$ cat src/rtl/cpu_pkg.sv
// Shared CPU definitions: fetch state encoding, the NOP word and the default boot address.
package cpu_pkg;

    typedef enum logic [1:0] {
        ST_IDLE = 2'b00,
        ST_REQ  = 2'b01,
        ST_BUF  = 2'b10
    } fetch_state_e;

    localparam logic [31:0] NOP_INST         = 32'h0000_0000;
    localparam logic [31:0] DEFAULT_RESET_PC = 32'h0000_0000;

endpackage

$ cat src/rtl/instr_fetch.sv
// Instruction fetch stage: issues instruction-memory requests, buffers a word that arrives
// while ID is stalled, and freezes the pipeline until an instruction is available.
module instr_fetch
    import cpu_pkg::*;
#(
    parameter int              XLEN     = 32,
    parameter logic [XLEN-1:0] RESET_PC = XLEN'(DEFAULT_RESET_PC)
) (
    input  logic            clk_i,
    input  logic            rst_i,
    input  logic            stall_i,
    input  logic            branch_i,
    input  logic [XLEN-1:0] branch_target_i,
    output logic            imem_req_o,
    output logic [XLEN-1:0] imem_addr_o,
    input  logic            imem_ack_i,
    input  logic [XLEN-1:0] imem_data_i,
    output logic [XLEN-1:0] pc_o,
    output logic [XLEN-1:0] inst_o,
    output logic            fetch_stall_o
);

    fetch_state_e    state_r;
    fetch_state_e    next_state_s;
    logic [XLEN-1:0] pc_r;
    logic [XLEN-1:0] buf_r;
    logic            done_s;
    logic            advance_s;
    logic [XLEN-1:0] pc_next_s;

    // Instruction availability and the decision to move to the next PC; a redirect beats a stall.
    always_comb begin
        done_s    = ((state_r == ST_REQ) && imem_ack_i) || (state_r == ST_BUF);
        advance_s = done_s && (branch_i || !stall_i);
        if (branch_i) begin
            // Masking keeps the target word-aligned without leaving its low bits unread.
            pc_next_s = branch_target_i & ~XLEN'(32'h0000_0003);
        end else begin
            pc_next_s = pc_r + XLEN'(32'h0000_0004);
        end
    end

    // State register.
    always_ff @(posedge clk_i or negedge rst_i) begin
        if (!rst_i) begin
            state_r <= ST_IDLE;
        end else begin
            state_r <= next_state_s;
        end
    end

    // Next-state logic.
    always_comb begin
        next_state_s = state_r;
        case (state_r)
            ST_IDLE: next_state_s = ST_REQ;
            ST_REQ: begin
                if (imem_ack_i && !advance_s) begin
                    next_state_s = ST_BUF;
                end else begin
                    next_state_s = ST_REQ;
                end
            end
            ST_BUF: begin
                if (advance_s) begin
                    next_state_s = ST_REQ;
                end else begin
                    next_state_s = ST_BUF;
                end
            end
            default: next_state_s = ST_IDLE;
        endcase
    end

    // Program counter: only moves once the current instruction has been handed to ID.
    always_ff @(posedge clk_i or negedge rst_i) begin
        if (!rst_i) begin
            pc_r <= RESET_PC;
        end else if (advance_s) begin
            pc_r <= pc_next_s;
        end else begin
            pc_r <= pc_r;
        end
    end

    // Holding buffer for a word that arrived while ID was stalled; cleared when it is left.
    always_ff @(posedge clk_i or negedge rst_i) begin
        if (!rst_i) begin
            buf_r <= XLEN'(NOP_INST);
        end else if ((state_r == ST_REQ) && imem_ack_i && !advance_s) begin
            buf_r <= imem_data_i;
        end else if ((state_r == ST_BUF) && advance_s) begin
            buf_r <= XLEN'(NOP_INST);
        end else begin
            buf_r <= buf_r;
        end
    end

    // Output decode; reset forces IDLE asynchronously, so the request drops at once.
    always_comb begin
        imem_req_o    = 1'b0;
        fetch_stall_o = 1'b1;
        inst_o        = XLEN'(NOP_INST);
        case (state_r)
            ST_IDLE: begin
                imem_req_o    = 1'b0;
                fetch_stall_o = 1'b1;
                inst_o        = XLEN'(NOP_INST);
            end
            ST_REQ: begin
                imem_req_o    = 1'b1;
                fetch_stall_o = !imem_ack_i;
                if (imem_ack_i) begin
                    inst_o = imem_data_i;
                end else begin
                    inst_o = XLEN'(NOP_INST);
                end
            end
            ST_BUF: begin
                imem_req_o    = 1'b0;
                fetch_stall_o = 1'b0;
                inst_o        = buf_r;
            end
            default: begin
                imem_req_o    = 1'b0;
                fetch_stall_o = 1'b1;
                inst_o        = XLEN'(NOP_INST);
            end
        endcase
    end

    assign imem_addr_o = pc_r;
    assign pc_o        = pc_r;

endmodule

$ cat config.mk
export PLATFORM = sky130hd
export DESIGN_NAME = instr_fetch
export DESIGN_NICKNAME = d
export VERILOG_FILES = /design/src/rtl/cpu_pkg.sv /design/src/rtl/instr_fetch.sv
export SDC_FILE = /design/constraint.sdc
export NUM_CORES = 1
export LEC_CHECK = 0
export BUFFER_PORTS_ARGS = -buffer_cell sky130_fd_sc_hd__buf_2
export CORE_MARGIN = 4
export CORE_UTILIZATION = 38
export DETAILED_ROUTE_END_ITERATION = 10
export GPL_TIMING_DRIVEN = 0
export PLACE_DENSITY = 0.66
export SLEW_MARGIN = 25
export SYNTH_ARGS = -nofsm -noshare
export SYNTH_HDL_FRONTEND = slang
export SYNTH_SLANG_ARGS = --single-unit
$ cat constraint.sdc
create_clock -name clk_i -period 2.5 [get_ports clk_i]
set_input_delay 0.25 -clock clk_i [delete_from_list [all_inputs] [get_ports clk_i]]
set_output_delay 0.25 -clock clk_i [all_outputs]
set_load 0.01 [all_outputs]
==> impl_summary.txt <==
----------------------------------------------------
[Status]
  Status ... finished clean

[Synth]
  Part of the Yosys area used for sequential elements ... around 40%
  Count of state elements after synthesis ... 64
  Yosys top cell by area ... dfrtp_1
  Fraction of post-synthesis cell area in the top cell type by area ... roughly two fifths
  Post-synthesis instance area ... 3960 sq um
  Synth Instances ... between 400 and 500
  Share of flip-flops with an asynchronous set or reset after synthesis ... between 90% and 100%
  Cell types with the highest counts after synthesis ... dfrtp_1, a22oi_1, buf_4
  EDFF count, synth ... 0
  Largest cells by area after synthesis ... dfrtp_1, a22o_1, a22oi_1
  Primary flip-flop cell chosen by synthesis mapping ... dfrtp_1
  Yosys synthesis warning count ... 0
  Mean cell area of the mapped netlist ... slightly above 9 sq um
  Count of different cell masters after synthesis ... between 40 and 50
  Most common cell in the synthesized netlist ... dfrtp_1

[Min path]
  Kind of path behind the tightest hold check ... in2reg
  Number of cells traversed by the worst hold path ... 2

[Routing]
  Vias per inst ... around 5.3
  Detailed Route WL ... 12100 um
  Antenna-violating nets left ... 0
  Router iterations before antenna repair ... 4
  Drt wl/cell ... 16.4 um
  Initial detailed-routing violation count ... 124
  Remaining routing DRC violations ... 0
  Number of vias after detailed routing ... 3931

[Final layout]
  Layout Area Growth over Synthesis ... 31.5%
  Number of inserted diodes ... 0
  Fraction of final layout cells with drive strength greater than 1 ... between 30% and 40%
  # nets final ... around 680

[Floorplanning]
  Core region area ... ~10000 sq um
  Number of standard-cell rows in the floorplan ... 36
  Effective utilization at floorplan ... 39.7%
  Overall die height ... approximately 110 um
  Die Outline Area ... 12100 sq um
  Ports ... between 150 and 200
  Die width ... 110 um

[CTS]
  Clock slew seen by the registers of the worst setup and hold paths ... 0.08 ns
  CTS sink count ... 64
  CTS tree ... yes
  Maximum root-to-sink buffer count ... 2
  Number of buffers created by CTS ... 9
  H-tree depth reported by CTS ... 3
  Root buffer selected by CTS ... clkbuf_8
  Clock latency reported for the late side of the worst-skew pair ... around 0.35 ns

[Global route]
  GRT Overall Usage ... between 10% and 20%
  Maximum number of pins on one net before global-route repair ... between 40 and 50
  Number of antenna violations at the first check in global routing ... 0
  Final global-route overflow total ... 0
  Wire length of the first global-routing pass ... 18900 um
  Via count of the first global-routing pass ... ~3800

[Run]
  Number of maximum-capacitance constraint violations ... 0

[Timing]
  Worst-margin pin slew ... 0.579 ns
  Max Clock Freq ... between 400 and 500 MHz
  Summed negative setup slack over all endpoints ... 0 ns
  Final setup violation count ... 0
  Setup Skew ... roughly 0.013 ns
  Rel. slew slack ... between 60 and 70%
  Total count of hold-check failures in the final report ... 0
  Final period util ... roughly 90%
  RSZ-0062 raised after global routing ... false
  Number of max-slew violations in the final report ... 0
  Shortest clock period the worst path allows after layout ... between 2 and 2.5 ns

[Critical path]
  CP Data Arrival Time ... about 2.5 ns
  Largest delay share family, worst path ... simple AND/OR/NAND/NOR gates
  Required time at the endpoint of the critical path ... approximately 2.7 ns
  Kind of start point of the critical path ... flip-flop
  Critical-path cell list ... ha_1 -> nand3_2 -> nor4_4 -> nand4_1 -> and3_1 -> or3_1
  Worst Path Class, Setup ... reg2reg
  Worst stage delay on the critical path ... around 0.55 ns
  Critical-path maximum fanout ... 10
  Number of cell instances on the worst register-to-register path ... 6
  Critical path buffers and inverters ... 0
  Type of destination of the critical path ... flip-flop
  Master of the slowest instance on the critical path ... nor4_4
  Number of logic stages on the critical path including buffering ... 6

[Power and ir drop]
  Power density over the cells ... approximately 1100 nW/um^2
  Final Total Pwr ... 0.00556 W
  VDD IR max ... slightly above 500 uV
  Leakage power of the design ... ~2.6 nW

[Placement]
  Detail Placement HPWL ... a little over 9000 um
  Final estimated routing congestion in global placement ... between 0.8 and 0.9
  Count of buffers from port buffering ... 160

----------------------------------------------------
layout make-up:
type	instances	area (sq um)
well taps	133	166
inverters	7	26.3
plain buffers	64	390
clock inverters	3	40.0
repair buffers	162	841
fillers	973	4750
flip-flops and latches	64	1600
clock buffers	13	159
multi-input cells	294	1980
per-layer routing:
metal | global-route usage (%) | up-vias | share of wire, % | wire length (um)
met2 | 32.5 | 179 | 47 | 5710
met1 | 25.6 | 1833 | 42 | 5130
li1 | - | 1909 | - | -
met5 | 0 | - | 0 | 0
met4 | 6.06 | 0 | 0.87 | 106
met3 | 5.59 | 10 | 9.7 | 1180
state kept, by name, summed over array words and instances, names as in the netlist:
name / flops
buf_r: 32
state_r: 2
imem_addr_o: 30
metrics by stage:
stage	area [sq um]	instances	hold WS, ns	setup slack (ns)	utilization (%)
2_1_floorplan	3970	430	-0.0456	0.404	-
3_3_place_gp	4930	723	0.482	-0.0942	49.6
3_5_place_dp	4960	724	0.163	-0.129	49.9
4_1_cts	5180	740	0.125	0.000876	52.1
5_1_grt	5200	740	0.132	0.0192	52.3
6_report	5200	740	0.141	0.199	52.3
kinds of logic (layout without fill, tap and decap cells):
family | after synthesis | in the layout | share of synthesized area, %
buffers and inverters | 72 | 249 | 10.1
AO/OA/AOI/OAI | 143 | 143 | 25.0
adder cells (fa/ha/maj) | 5 | 5 | 1.58
multiplexers | 16 | 16 | 4.11
AND/OR/NAND/NOR | 126 | 126 | 18.6
flip-flops | 64 | 64 | 40.5
other | 1 | 4 | 0.0948
where the power goes:
part	internal [W]	leakage, nW	switching [W]	total [W]
registers	0.00150	0.799	0.000541	0.00204
clock network	0.000513	0.103	0.000410	0.000924
logic	0.00131	1.70	0.00128	0.00260
final timing paths:
path | endpoint | from | slack [ns]
max | imem_addr_o[26] | imem_addr_o[2] | 0.20
min | buf_r[4] | imem_data_i[4] | 0.14
max in group asynchronous | buf_r[8] | rst_i | 1.64
max reg2reg | imem_addr_o[26] | imem_addr_o[2] | 0.20
min reg2reg | buf_r[30] | buf_r[30] | 0.50
min in group asynchronous | imem_addr_o[11] | rst_i | 0.34
cell usage in the layout (no fill, tap or decap), types with 7 or more instances in the layout:
cell type and instances:
and3_1 7, buf_4 35, nor2b_1 33, a22oi_1 35, mux2i_1 14, inv_1 7, clkbuf_2 8, a21oi_1 26
nand4_1 10, clkbuf_1 18, nand2_1 22, o22ai_1 18, a22o_1 33, dfrtp_1 64, buf_2 163, o21ai_0 18
nor2_1 19, clkbuf_8 11, nand3_1 7
timing repair:
action | 4_1_cts | 5_1_grt
gates resized for setup | 10 | 13
pin swaps | 0 | 1
endpoints found under the setup margin | 75 | 53
hold buffers | 1 | 0
hold endpoints to repair | 20 | 0
buffers inserted | 0 | 0
(Power assumes the default switching activity.)
